**src/rtl/pipeline_hazard_ctrl_pkg.sv**
```systemverilog
// Shared encodings for the pipeline hazard controller: FSM states, forwarding
// selects and the hard-wired zero register, plus the forwarding priority helper.
package pipeline_hazard_ctrl_pkg;

    typedef enum logic [1:0] {
        ST_RUN      = 2'd0,
        ST_MEM_WAIT = 2'd1,
        ST_ERR      = 2'd2
    } hz_state_e;

    localparam logic [1:0] FWD_RF   = 2'b00;
    localparam logic [1:0] FWD_MEM  = 2'b10;
    localparam logic [1:0] FWD_WB   = 2'b01;
    localparam logic [4:0] REG_ZERO = 5'd0;

    // EX/MEM is the younger producer, so it must win over MEM/WB.
    function automatic logic [1:0] fwd_select(
        input logic       mem_reg_write,
        input logic [4:0] mem_rd_addr,
        input logic       wb_reg_write,
        input logic [4:0] wb_rd_addr,
        input logic [4:0] src_addr
    );
        logic [1:0] sel;
        sel = FWD_RF;
        if (mem_reg_write && (mem_rd_addr != REG_ZERO) && (mem_rd_addr == src_addr)) begin
            sel = FWD_MEM;
        end else if (wb_reg_write && (wb_rd_addr != REG_ZERO) && (wb_rd_addr == src_addr)) begin
            sel = FWD_WB;
        end
        return sel;
    endfunction

endpackage

```
**src/rtl/pipeline_hazard_ctrl_forward_unit.sv**
```systemverilog
// EX-stage forwarding selects for ALU operands A (rs) and B (rt); purely combinational.
module forward_unit
    import pipeline_hazard_ctrl_pkg::*;
(
    input  logic       mem_reg_write,
    input  logic [4:0] mem_rd_addr,
    input  logic       wb_reg_write,
    input  logic [4:0] wb_rd_addr,
    input  logic [4:0] ex_rs_addr,
    input  logic [4:0] ex_rt_addr,
    output logic [1:0] fwd_a,
    output logic [1:0] fwd_b
);

    assign fwd_a = fwd_select(mem_reg_write, mem_rd_addr, wb_reg_write, wb_rd_addr, ex_rs_addr);
    assign fwd_b = fwd_select(mem_reg_write, mem_rd_addr, wb_reg_write, wb_rd_addr, ex_rt_addr);

endmodule

```
**src/rtl/pipeline_hazard_ctrl.sv**
```systemverilog
// Central hazard controller: load-use stalls, taken-branch flushes, data-memory
// wait holds with a timeout watchdog, forwarding selects and a stall counter.
module pipeline_hazard_ctrl
    import pipeline_hazard_ctrl_pkg::*;
#(
    parameter int unsigned TIMEOUT = 64,
    parameter int unsigned CNT_W   = 16
) (
    input  logic             clk,
    input  logic             rst_n,
    input  logic [4:0]       id_rs_addr,
    input  logic [4:0]       id_rt_addr,
    input  logic             id_uses_rt,
    input  logic             ex_mem_read,
    input  logic [4:0]       ex_rs_addr,
    input  logic [4:0]       ex_rt_addr,
    input  logic             mem_reg_write,
    input  logic [4:0]       mem_rd_addr,
    input  logic             wb_reg_write,
    input  logic [4:0]       wb_rd_addr,
    input  logic             mem_branch_taken,
    input  logic             mem_busy,
    output logic             pc_write,
    output logic             ifid_write,
    output logic             ifid_flush,
    output logic             idex_bubble,
    output logic             exmem_flush,
    output logic             pipe_hold,
    output logic [1:0]       fwd_a,
    output logic [1:0]       fwd_b,
    output logic [CNT_W-1:0] stall_count,
    output logic             err
);

    localparam int unsigned      WAIT_W    = $clog2(TIMEOUT + 1);
    localparam logic [WAIT_W-1:0] WAIT_LAST = WAIT_W'(TIMEOUT - 1);

    hz_state_e         state_q, state_d;
    logic [WAIT_W-1:0] wait_cnt_q, wait_cnt_d;
    logic [CNT_W-1:0]  stall_cnt_q;
    logic              load_use;

    // rt only matters when the ID instruction actually reads it (R-type, beq, sw).
    assign load_use = ex_mem_read && (ex_rt_addr != REG_ZERO) &&
                      ((ex_rt_addr == id_rs_addr) || (id_uses_rt && (ex_rt_addr == id_rt_addr)));

    always_comb begin
        state_d     = state_q;
        wait_cnt_d  = wait_cnt_q;
        pc_write    = 1'b1;
        ifid_write  = 1'b1;
        ifid_flush  = 1'b0;
        idex_bubble = 1'b0;
        exmem_flush = 1'b0;
        pipe_hold   = 1'b0;
        err         = 1'b0;
        case (state_q)
            ST_RUN: begin
                if (mem_branch_taken) begin
                    ifid_flush  = 1'b1;
                    idex_bubble = 1'b1;
                    exmem_flush = 1'b1;
                end else if (mem_busy) begin
                    pc_write   = 1'b0;
                    ifid_write = 1'b0;
                    pipe_hold  = 1'b1;
                    state_d    = ST_MEM_WAIT;
                    wait_cnt_d = WAIT_W'(1);
                end else if (load_use) begin
                    pc_write    = 1'b0;
                    ifid_write  = 1'b0;
                    idex_bubble = 1'b1;
                end
            end
            ST_MEM_WAIT: begin
                // MEM is frozen here, so a branch flag from it is stale and ignored.
                pc_write   = 1'b0;
                ifid_write = 1'b0;
                pipe_hold  = 1'b1;
                if (!mem_busy) begin
                    state_d    = ST_RUN;
                    wait_cnt_d = '0;
                end else if (wait_cnt_q == WAIT_LAST) begin
                    state_d = ST_ERR;
                end else begin
                    wait_cnt_d = wait_cnt_q + WAIT_W'(1);
                end
            end
            ST_ERR: begin
                pc_write   = 1'b0;
                ifid_write = 1'b0;
                pipe_hold  = 1'b1;
                err        = 1'b1;
            end
            default: begin
                state_d    = ST_RUN;
                wait_cnt_d = '0;
            end
        endcase
    end

    always_ff @(posedge clk or negedge rst_n) begin
        if (!rst_n) begin
            state_q     <= ST_RUN;
            wait_cnt_q  <= '0;
            stall_cnt_q <= '0;
        end else begin
            state_q    <= state_d;
            wait_cnt_q <= wait_cnt_d;
            if (!pc_write && (stall_cnt_q != {CNT_W{1'b1}})) begin
                stall_cnt_q <= stall_cnt_q + CNT_W'(1);
            end
        end
    end

    assign stall_count = stall_cnt_q;

    forward_unit u_forward_unit (
        .mem_reg_write (mem_reg_write),
        .mem_rd_addr   (mem_rd_addr),
        .wb_reg_write  (wb_reg_write),
        .wb_rd_addr    (wb_rd_addr),
        .ex_rs_addr    (ex_rs_addr),
        .ex_rt_addr    (ex_rt_addr),
        .fwd_a         (fwd_a),
        .fwd_b         (fwd_b)
    );

endmodule

```
**config.mk**
```make
export PLATFORM = sky130hd
export DESIGN_NAME = pipeline_hazard_ctrl
export DESIGN_NICKNAME = d
export VERILOG_FILES = /design/src/rtl/pipeline_hazard_ctrl_pkg.sv /design/src/rtl/pipeline_hazard_ctrl_forward_unit.sv /design/src/rtl/pipeline_hazard_ctrl.sv
export SDC_FILE = /design/constraint.sdc
export NUM_CORES = 1
export LEC_CHECK = 0
export BUFFER_PORTS_ARGS = -buffer_cell sky130_fd_sc_hd__buf_2
export CORE_MARGIN = 4
export CORE_UTILIZATION = 41
export DETAILED_ROUTE_END_ITERATION = 8
export GPL_TIMING_DRIVEN = 0
export PLACE_DENSITY = 0.69
export SETUP_SLACK_MARGIN = 0.2
export SKIP_LAST_GASP = 1
export SLEW_MARGIN = 5
export SYNTH_ARGS = -nofsm -noshare
export SYNTH_HDL_FRONTEND = slang
export SYNTH_SLANG_ARGS = --single-unit
export TNS_END_PERCENT = 5
```
**constraint.sdc**
```tcl
create_clock -name clk -period 5.5 [get_ports clk]
set_input_delay 0.275 -clock clk [delete_from_list [all_inputs] [get_ports clk]]
set_output_delay 0.275 -clock clk [all_outputs]
set_load 0.05 [all_outputs]
```
-- Word level (Yosys, flattened, before mapping)
Cells that the tools add are included.
- register bits after elaboration: 25
- latch bits: 0
- memory bits (writable): 0
- bits in read-only memories: 0
- input port bits: 38
- output and inout bits: 27
- memories: 0
- $add $sub $neg: 2
- multipliers: 0
- divide/modulo/power cells: 0
- magnitude comparators: 0
- equality and inequality tests: 14
- shift operators: 0
- mux-type cells: 28
- bitwise operators: 1
- reductions and logical operators: 19
- operators with widths (kind ; number):
    5-bit == test ; 6
    7-bit two-way mux ; 4
    7-bit one-hot mux with 3 select lines ; 1
    16-bit by 1-bit adder with 16-bit output, second input constant ; 1
    16-bit != test, second input constant ; 1
    5-bit nonzero test ; 3
    1-bit two-way mux ; 14
    2-bit two-way mux ; 6
    1-bit logical AND ; 10
    4-bit AND reduction ; 2
    7-bit by 1-bit adder with 7-bit output, second input constant ; 1
    7-bit by 6-bit == test with 1-bit output, second input constant ; 1
    3-bit != test, second input constant ; 2
    2-bit one-hot mux with 3 select lines ; 1
    2-bit != test, second input constant ; 2
    1-bit one-hot mux with 2 select lines ; 2
    2-bit by 1-bit == test with 1-bit output, second input constant ; 1
    2-bit == test, second input constant ; 1
    2-bit logical NOT ; 1
    2-bit OR reduction ; 1
    1-bit logical NOT ; 1
    1-bit logical OR ; 1
    1-bit inverter ; 1

-- Depth between registers and ports, before layout
Gate-level depths: netlist of run 1.
- word-level depth: 10
- gate-level depth with buffers: 8
- depth with buffers taken out: 8

-- Hierarchy
A second synthesis of run 1 with hierarchy kept.
- cell total of the unflattened synthesis: 187
- area, all modules: 1756.7 um^2
- by module, submodules not included (module ; times used ; cells each ; area each (um^2)):
    pipeline_hazard_ctrl ; 1 ; 153 ; 1498.9
    forward_unit ; 1 ; 34 ; 257.7

-- Least setup slack after synthesis of run 1
Ideal clock, no wire load.
- path kind: input to output
- start point: input ex_rt_addr[0]
- end point: output fwd_b[0]
- data arrival time: 2992 ps
- data required time: 5225 ps
- slack: 2233 ps
- stages on the path: 5
- path through: buf_4 xnor2_1 nand3_1 nor4_1 nor4_1
- word-level cells in the longest chain between the ends: 4
- elaborated cells on any way between the ends: 6
- classes of those cells: 2 x eq/ne; 2 x mux; 2 x reduce/logical
- RTL lines (item ; line ; source):
    start, declared ; pipeline_hazard_ctrl.sv:16 ; input logic [4:0] ex_rt_addr,
    5-bit == test ; pipeline_hazard_ctrl_pkg.sv:28 ; end else if (wb_reg_write && (wb_rd_addr != REG_ZERO) && (wb_rd_addr == src_addr)) begin
    1-bit logical AND ; pipeline_hazard_ctrl_pkg.sv:28 ;
    1-bit two-way mux ; pipeline_hazard_ctrl_pkg.sv:28 ;
    2-bit two-way mux (*) ; pipeline_hazard_ctrl_pkg.sv:26 ; if (mem_reg_write && (mem_rd_addr != REG_ZERO) && (mem_rd_addr == src_addr)) begin
    end, declared ; pipeline_hazard_ctrl.sv:30 ; output logic [1:0] fwd_b,
Every way passes the cells marked *; elsewhere a longest branch is shown, timed or not.

-- Final worst setup path of run 1
- start point: register state_q[0]
- end point: output pc_write
- word-level cells in the longest chain between the ends: 3
- elaborated cells on any way between the ends: 5
- classes of those cells: 2 x eq/ne; 1 x mux; 2 x reduce/logical
- RTL lines (item ; line ; source):
    start, declared ; pipeline_hazard_ctrl.sv:38 ; hz_state_e state_q, state_d;
    start signal, assigned ; pipeline_hazard_ctrl.sv:108 ; state_q <= state_d;
    2-bit by 1-bit == test with 1-bit output / 2-bit == test (equally long branches) ; pipeline_hazard_ctrl.sv:57 ; case (state_q)
    2-bit OR reduction (no source line) ; -- ;
    1-bit one-hot mux with 2 select lines (*) ; pipeline_hazard_ctrl.sv:57 ;
    end, declared ; pipeline_hazard_ctrl.sv:23 ; output logic pc_write,
Marks and branches as above.

==> results of run 1 <==
==> logic make-up (layout without fill, tap and decap cells) <==
| logic type | count (synthesis) | count (layout) |
|---|---|---|
| adder cells (fa/ha/maj) | 6 | 6 |
| flip-flops | 25 | 25 |
| buffers and inverters | 16 | 79 |
| AO/OA/AOI/OAI | 17 | 17 |
| multiplexers | 1 | 1 |
| AND/OR/NAND/NOR | 75 | 75 |
| XOR/XNOR | 49 | 49 |
==> cell usage after synthesis, types with 3 or more instances <==
master / count / area, µm²
xnor2_1: 27 / 236
nor3_1: 5 / 25.0
nand2b_1: 3 / 18.8
nor2_1: 13 / 48.8
nand4_1: 12 / 75.1
inv_1: 7 / 26.3
or4_1: 4 / 30.0
nand3_1: 9 / 45.0
buf_2: 3 / 15.0
and3_1: 5 / 31.3
ha_1: 6 / 75.1
nand2_1: 12 / 45.0
xor2_1: 22 / 193
nor4_1: 4 / 25.0
o21ai_0: 7 / 35.0
a21oi_1: 3 / 15.0
buf_4: 3 / 22.5
dfrtp_1: 25 / 626
==> worst paths after layout <==
path | to | slack (ns)
setup reg to reg | wait_cnt_q[5]$_DFFE_PN0P_ | 3.46
setup / recovery | pc_write | 3.22
max in group asynchronous | stall_count[4]$_DFFE_PN0P_ | 5.13
hold reg to reg | stall_count[15]$_DFFE_PN0P_ | 0.50
hold / removal | wait_cnt_q[4]$_DFFE_PN0P_ | -0.02
min in group clk | wait_cnt_q[1]$_DFFE_PN0P_ | 0.41
==> routing by layer <==
| metal | global-route usage [%] | wire length, µm | vias up | share of wire (%) |
|---|---|---|---|---|
| met3 | 2.57 | 296 | 4 | 7.7 |
| met1 | 17.1 | 1660 | 684 | 43 |
| met5 | 0 | 0 | - | 0 |
| li1 | - | - | 779 | - |
| met4 | 5.43 | 54 | 0 | 1.4 |
| met2 | 25.6 | 1850 | 54 | 48 |
==> flip-flops by register name, summed over array words and instances, names as in the netlist <==
signal	flops
stall_count	16
state_q	2
wait_cnt_q	7
==> layout make-up <==
class / count / area share, %
Buffer: 8 / 2.74
Sequential cell: 25 / 28.5
Timing Repair Buffer: 59 / 13.4
Multi-Input combinational cell: 148 / 48.9
Tap cell: 50 / 2.85
Clock buffer: 4 / 2.05
Inverter: 8 / 1.48
==> critical path: stages, from the launching register on <==
cell and delay [ns]:
dfrtp_1 0.42, inv_1 0.09, ha_1 0.23, inv_1 0.10, nor2_1 0.29, o21ai_0 0.14
nand2b_1 0.11, buf_4 0.10, buf_2 0.24
==> power by group through the flow <==
stage               sequential (W)  combinational, W  clock (W)
floorplan                 0.000339          0.000279          0
global placement          0.000265          0.000455          0
detailed placement        0.000266          0.000460          0
CTS                       0.000263          0.000462   0.000115
global route              0.000270          0.000493   0.000118
finish                    0.000262          0.000457   0.000110
==> through the flow <==
stage               cells  total power [W]  hold slack (ns)  area [µm²]  setup slack (ns)
floorplan             189         0.000618          -0.0206        1790              2.23
global placement      298         0.000721            0.298        2150              3.28
detailed placement    298         0.000726            0.311        2150              3.30
CTS                   302         0.000840          0.00685        2200              3.21
global route          302         0.000881           0.0392        2200              3.08
finish                302         0.000829          -0.0151        2200              3.22
==> results.py, run 1 <==
metrics = {
    "clock_tree": {
        "post_cts_resized": 0,
        "path_clk_slew_ns": 0.09,
        "cts.path.max_buffers": 2,
        "ctsHoldBuffers": 0,
        "h-tree-depth": 1,
        "cts.sinks": 25,
        "cts_root_buf": "clkbuf_8",
        "cts_tree": "done",
        "post_cts_buffers": 0,
        "numCtsBuffers": 3,
        "clock_latency_ns": 0.27,
    },
    "logic_synthesis": {
        "synth-simple-area-share_pct": 23.7,
        "muxShareOfSynthArea_pct": 0.837,
        "synth-compound-area-share_pct": 7.26,
        "synth_area_um2": 1790,
        "synth_top_family_by_area": "XOR/XNOR gates",
        "syn_inst": 189,
        "seq_area_frac_synth_pct": 34.9,
        "yosys_warnings": 0,
        "async_reset_ff_share_pct": 100,
        "synth_edf_count": 0,
        "syn_nets": 233,
        "yosys.area_share.adder_pct": 4.19,
        "synth-seq-cells": 25,
        "synth-xor-area-share_pct": 23.9,
        "synth.distinct_cells": 36,
        "synth.avg_cell_area_um2": 9.49,
        "synth_ff_type": "dfrtp_1",
    },
    "pwr": {
        "p_comb_share_pct": 55.1,
        "p_switching_w": 0.000404,
        "power_density_nw_per_um2": 377,
        "peakVddDrop_mv": 0.215,
        "clkPwrFrac_pct": 13.3,
        "p_int_w": 0.000424,
        "leakage_nw": 1.04,
        "seq_power_share_pct": 31.6,
        "switching_share_pct": 48.8,
    },
    "finish": {
        "layout.cells.most_common": "buf_2",
        "fill_cells": 368,
        "regArea_um2": 626,
        "multiInputGateArea_um2": 1070,
        "final_cell_mix": "buf_2 (62), xnor2_1 (27), dfrtp_1 (25), xor2_1 (22), nor2_1 (13)",
        "nets": 297,
        "antenna_cells": 0,
        "drive_above_1_share_pct": 31.7,
        "area_growth_pct": 22.5,
        "final_core_util_pct": 53.4,
    },
    "critical_path": {
        "cp-startpoint": "state_q[0]$_DFFE_PN0P_",
        "crit_path_end_kind": "output pin",
        "reg2reg_from": "state_q[0]$_DFFE_PN0P_",
        "startpoint_type": "register",
        "path_class": "register to output pin",
        "required_ns": 5.22,
        "arrival_ns": 2.00,
        "r2r_cells": 7,
        "critPathMaxFanout": 5,
    },
    "global_routing": {
        "overflow": 0,
        "grt_pass1_wl_um": 6200,
        "grt_max_degree": 26,
        "antenna_found_initial": 0,
        "grt_usage_pct": 14.4,
        "grt_pass1_vias": 1465,
    },
    "floorplan": {
        "row_count": 23,
        "die_h_um": 74.1,
        "io_pins": 65,
        "start_util_pct": 43.6,
        "core_um2": 4120,
        "die_w_um": 74.1,
        "dieArea_um2": 5500,
    },
    "sta": {
        "max_freq_mhz": 439,
        "period_share_pct": 41.4,
        "tns_ns": 0,
        "rsz0062_at_grt": "no",
        "fin_skew_ns": 0.00868,
        "holdWs_ns": -0.0151,
        "slew_headroom_pct": 62.3,
        "slew_violations": 0,
        "period_needed_ns": 2.28,
        "finalHoldViolCount": 24,
        "finalSetupViolCount": 0,
        "worst_pin_slew_ns": 0.566,
    },
    "outcome": {
        "outcome": "complete, but fails checks",
        "violations": "negative hold slack",
    },
    "worst_hold_path": {
        "hp-class": "primary input to async pin",
    },
    "drt": {
        "totalWireLength_um": 3860,
        "routedWlPerCell_um": 12.8,
        "drtIter0Drc": 75,
        "postRouteAntennaNets": 0,
        "drt-pass1-iter-count": 4,
        "viasPerCell": 5.04,
        "route.detailed.drc": 0,
        "vias": 1521,
    },
    "placement": {
        "gp_congestion": 0.836,
        "io_buffers": 59,
        "dp.final_hpwl_um": 3200,
    },
    "job": {
        "drv_cap": 0,
    },
}
Power figures use the tool's default switching activity.
==> run 2, diff against run 1 <==
==> constraint.sdc (replaced) <==
create_clock -name clk -period 2.1 [get_ports clk]
set_input_delay 0.105 -clock clk [delete_from_list [all_inputs] [get_ports clk]]
set_output_delay 0.105 -clock clk [all_outputs]
set_load 0.05 [all_outputs]
==> results.py, run 2 (synthesized netlist as in run 1, its figures left out) <==
metrics = {
    "outcome": {
        "outcome": "complete, no violations",
    },
    "pwr": {
        "switching_share_pct": 48.6,
        "clkPwrFrac_pct": 12.3,
        "p_comb_share_pct": 57.9,
        "power_density_nw_per_um2": 988,
        "p_switching_w": 0.00112,
        "seq_power_share_pct": 29.8,
        "peakVddDrop_mv": 0.350,
        "leakage_nw": 1.07,
        "p_int_w": 0.00118,
    },
    "finish": {
        "largest_reg_flops": 16,
        "final_cell_mix": "buf_2 (61), xnor2_1 (27), dfrtp_1 (25), xor2_1 (22)",
        "antenna_cells": 0,
        "drive_above_1_share_pct": 37.7,
        "layout.cells.most_common": "buf_2",
        "area_growth_pct": 29.7,
        "final_core_util_pct": 56.5,
        "nets": 302,
    },
    "sta": {
        "finalSetupViolCount": 0,
        "finalHoldViolCount": 0,
        "period_needed_ns": 1.90,
        "fin_skew_ns": 0.00413,
        "slew_headroom_pct": 63.0,
        "worst_pin_slew_ns": 0.555,
        "slew_violations": 0,
        "tns_ns": 0,
        "period_share_pct": 90.3,
        "max_freq_mhz": 528,
        "rsz0062_at_grt": "yes",
    },
    "global_routing": {
        "grt_usage_pct": 15.2,
        "overflow": 0,
        "antenna_found_initial": 0,
        "grt_pass1_vias": 1506,
        "grt_max_degree": 26,
        "grt_pass1_wl_um": 6670,
    },
    "job": {
        "drv_cap": 0,
    },
    "critical_path": {
        "required_ns": 2.00,
        "arrival_ns": 1.79,
        "crit_path_end_kind": "output pin",
        "critPathMaxFanout": 3,
        "r2r_cells": 8,
        "path_class": "primary input to output pin",
        "reg2reg_from": "state_q[0]$_DFFE_PN0P_",
        "rr_endpoint": "stall_count[1]$_DFFE_PN0P_",
        "startpoint_type": "primary input",
        "worst-r2r-setup-slack_ns": 0.23,
    },
    "floorplan": {
        "die_h_um": 74.1,
        "dieArea_um2": 5500,
        "row_count": 23,
        "die_w_um": 74.1,
        "start_util_pct": 43.6,
        "core_um2": 4120,
        "io_pins": 65,
    },
    "clock_tree": {
        "cts.path.max_buffers": 2,
        "cts_tree": "done",
        "path_clk_slew_ns": 0.08,
        "cts.sinks": 25,
        "clock_latency_ns": 0.26,
        "h-tree-depth": 1,
        "cts_root_buf": "clkbuf_8",
        "numCtsBuffers": 3,
    },
    "drt": {
        "totalWireLength_um": 4070,
        "postRouteAntennaNets": 0,
        "drtIter0Drc": 86,
        "route.detailed.drc": 0,
        "viasPerCell": 5.14,
        "drt-pass1-iter-count": 4,
        "vias": 1579,
        "routedWlPerCell_um": 13.3,
    },
    "placement": {
        "dp.final_hpwl_um": 3270,
        "gp_congestion": 0.747,
        "io_buffers": 59,
    },
    "worst_hold_path": {
        "min_delay_path_depth": 3,
        "hp-start": "mem_busy",
        "hold_path_end": "wait_cnt_q[1]$_DFFE_PN0P_",
        "hp-class": "primary input to register",
    },
}
==> run 2: per-stage QoR <==
step	area, µm²	hold slack, ns	setup slack (ns)	cells	power (W)
after floorplan	1840	-0.191	0.0124	189	0.00163
final	2330	0.286	0.205	307	0.00230
after global placement	2200	0.124	0.0677	298	0.00190
after global routing	2330	0.329	0.143	307	0.00243
after detailed placement	2200	0.128	0.0597	298	0.00193
after CTS	2300	0.265	0.190	306	0.00228
==> run 2: final cells by class <==
type | count | area, µm²
clock buffer | 4 | 45.0
multi-input combinational | 148 | 1160
buffer | 8 | 60.1
fill | 373 | 1790
tap | 50 | 62.6
timing repair buffer | 64 | 338
sequential | 25 | 626
inverter | 8 | 35.0
==> run 2: repair_timing <==
item | in CTS | in global routing
pin swaps | 0 | 2
hold endpoints to repair | 25 | 0
endpoints found under the setup margin | 21 | 19
hold buffers | 1 | 0
resized for setup | 8 | 5
setup buffers | 3 | 1
==> run 2: metal layers <==
layer / vias up / GRT usage (%) / wire [µm]
li1: 792 / - / -
met1: 724 / 18.2 / 1730
met2: 61 / 27.0 / 1980
met3: 2 / 3.24 / 331
met4: 0 / 4.63 / 31
met5: - / 0 / 0
==> run 2: worst max-delay path: stages <==
cell and delay, ns:
buf_2 0.12, or4_1 0.50, o21ai_0 0.35, nor4_2 0.13, nor4_4 0.27, buf_2 0.30
==> run 2: worst max-delay path by stage <==
stage,startpoint,endpoint,slack [ns],cells past startpoint
6_report,mem_rd_addr[1],fwd_b[0],0.20,6
3_3_place_gp,state_q[0]$_DFFE_PN0P_,stall_count[13]$_DFFE_PN0P_,0.07,8
3_5_place_dp,state_q[0]$_DFFE_PN0P_,stall_count[9]$_DFFE_PN0P_,0.06,8
4_1_cts,mem_rd_addr[1],fwd_b[0],0.19,6
5_1_grt,mem_rd_addr[1],fwd_b[0],0.14,6
2_1_floorplan,stall_count[0]$_DFFE_PN0P_,stall_count[9]$_DFFE_PN0P_,0.01,7
==> run 2: power groups by stage <==
stage	Clock (W)	Sequential, W	Combinational [W]
after floorplan	0	0.000889	0.000746
after global placement	0	0.000696	0.00121
after detailed placement	0	0.000700	0.00123
after CTS	0.000288	0.000681	0.00131
after global routing	0.000308	0.000695	0.00143
final	0.000283	0.000684	0.00133
==> run 3, diff against run 2 <==
--- a/config.mk
+++ b/config.mk
@@ -7,10 +7,10 @@
 export LEC_CHECK = 0
 export BUFFER_PORTS_ARGS = -buffer_cell sky130_fd_sc_hd__buf_2
 export CORE_MARGIN = 4
-export CORE_UTILIZATION = 41
+export CORE_UTILIZATION = 45
 export DETAILED_ROUTE_END_ITERATION = 8
 export GPL_TIMING_DRIVEN = 0
-export PLACE_DENSITY = 0.69
+export PLACE_DENSITY = 0.75
 export SETUP_SLACK_MARGIN = 0.2
 export SKIP_LAST_GASP = 1
 export SLEW_MARGIN = 5
==> results.py, run 3 (synthesized netlist as in run 1, its figures left out) <==
metrics = {
    "outcome": {
        "outcome": "complete, no violations",
    },
    "floorplan": {
        "io_pins": 65,
        "dieArea_um2": 5060,
        "start_util_pct": 47.9,
        "core_um2": 3740,
        "row_count": 22,
        "die_w_um": 71.1,
        "die_h_um": 71.1,
    },
    "finish": {
        "nets": 303,
        "drive_above_1_share_pct": 38.4,
        "area_growth_pct": 31.8,
        "antenna_cells": 0,
        "layout.cells.most_common": "buf_2",
        "final_cell_mix": "buf_2 (61), xnor2_1 (27), dfrtp_1 (25), xor2_1 (22)",
        "fill_cells": 338,
        "largest_reg_flops": 16,
    },
    "worst_hold_path": {
        "hp-start": "mem_busy",
        "hp-class": "primary input to register",
        "hold_path_end": "wait_cnt_q[1]$_DFFE_PN0P_",
        "min_delay_path_depth": 3,
    },
    "critical_path": {
        "rr_endpoint": "stall_count[5]$_DFFE_PN0P_",
        "worst_path_largest_cell_delay_ns": 0.43,
        "cp.buffers_inverters": 2,
        "worst_path_max_delay_cell": "dfrtp_1",
        "required_ns": 2.25,
        "worst-r2r-setup-slack_ns": 0.24,
        "critPathMaxFanout": 6,
        "crit_path_end_kind": "register",
        "reg2reg_from": "stall_count[1]$_DFFE_PN0P_",
        "path_class": "register to register",
        "crit_path_cell_trace": "ha_1 -> nand3_2 -> nor3_1 -> a221o_4 -> inv_6 -> buf_12 -> nand4_1 -> xnor2_1",
        "r2r_cells": 8,
        "arrival_ns": 2.01,
        "startpoint_type": "register",
        "critPathTopFamily": "flip-flops",
    },
    "global_routing": {
        "overflow": 0,
        "grt_pass1_wl_um": 6570,
        "grt_pass1_vias": 1568,
        "grt_usage_pct": 15.9,
        "antenna_found_initial": 0,
        "grt_max_degree": 26,
    },
    "pwr": {
        "power_density_nw_per_um2": 1010,
        "leakage_nw": 1.08,
        "power.total_w": 0.00238,
        "peakVddDrop_mv": 0.452,
    },
    "sta": {
        "fin_skew_ns": 0.00308,
        "tns_ns": 0,
        "slew_headroom_pct": 63.9,
        "worst_pin_slew_ns": 0.541,
        "finalSetupViolCount": 0,
        "max_freq_mhz": 539,
        "finalHoldViolCount": 0,
        "slew_violations": 0,
        "rsz0062_at_grt": "yes",
        "period_share_pct": 88.4,
        "period_needed_ns": 1.86,
    },
    "placement": {
        "gp_congestion": 0.802,
        "dp.final_hpwl_um": 3180,
        "io_buffers": 59,
    },
    "drt": {
        "wl_met1_um": 1720,
        "viasPerCell": 5.22,
        "highest_layer": "met4",
        "drt-pass1-iter-count": 4,
        "postRouteAntennaNets": 0,
        "route.detailed.drc": 0,
        "vias": 1596,
        "drtIter0Drc": 114,
        "wl_met2_um": 1950,
        "routedWlPerCell_um": 13.1,
        "route.met3.wl_um": 270,
        "totalWireLength_um": 3990,
    },
    "clock_tree": {
        "cts.sinks": 25,
        "numCtsBuffers": 3,
        "cts_root_buf": "clkbuf_8",
        "h-tree-depth": 1,
        "cts_tree": "done",
        "path_clk_slew_ns": 0.08,
        "cts.path.max_buffers": 2,
        "clock_latency_ns": 0.27,
    },
    "job": {
        "drv_cap": 0,
    },
}
run 3: changes by cell type in the layout (fill, tap and decap cells not counted), sizes merged:
cell	change
buf	+1
run 3: tightest hold or removal path, delay by kind of cell:
kind	cells	cell delay, ns
AOI/OAI and AO/OA	1	0.11
buffers and inverters	1	0.14
and+or+nand+nor	1	0.15
run 3: worst max-delay path by stage:
stage / from / end / cells past startpoint
6_report: stall_count[1]$_DFFE_PN0P_ / stall_count[5]$_DFFE_PN0P_ / 8
5_1_grt: stall_count[1]$_DFFE_PN0P_ / stall_count[8]$_DFFE_PN0P_ / 7
4_1_cts: state_q[0]$_DFFE_PN0P_ / stall_count[1]$_DFFE_PN0P_ / 8
3_5_place_dp: state_q[0]$_DFFE_PN0P_ / stall_count[9]$_DFFE_PN0P_ / 8
3_3_place_gp: state_q[0]$_DFFE_PN0P_ / stall_count[9]$_DFFE_PN0P_ / 8
2_1_floorplan: stall_count[0]$_DFFE_PN0P_ / stall_count[9]$_DFFE_PN0P_ / 7
run 3: metal layers:
metal | GRT usage (%) | up-vias
li1 | - | 792
met1 | 19.7 | 743
met2 | 27.8 | 56
met3 | 2.27 | 5
met4 | 5.85 | 0
met5 | 0 | -
run 3: metrics by stage:
step                hold WS [ns]  instances  cell area (µm²)  util, %  worst slack, ns
global placement           0.123        296             2200     58.7           0.0852
CTS                        0.274        304             2290     61.3            0.185
detailed placement         0.121        296             2200     58.7           0.0522
finish                     0.279        306             2360     63.1            0.244
global route               0.337        306             2360     63.1            0.142
floorplan                 -0.191        189             1840        -           0.0124
run 3: power by group:
part	switching, W	internal (W)
logic	0.000882	0.000529
clock network	0.000147	0.000136
registers	0.000109	0.000581
run 3: cell type report:
class                      instances  area [µm²]  share of cell area (%)
buffer                             8        60.1                    2.54
timing repair buffer              65         358                    15.1
inverter                           8        37.5                    1.59
multi-input combinational        148        1180                    49.8
tap                               48        60.1                    2.54
clock buffer                       4        45.0                    1.91
sequential                        25         626                    26.5
run 3: what timing repair did:
action	CTS	global route
endpoints found under the hold margin	25	0
setup endpoints to repair	21	22
buffers inserted	3	2
hold buffers	1	0
pin swaps	0	2
resized for setup	7	11
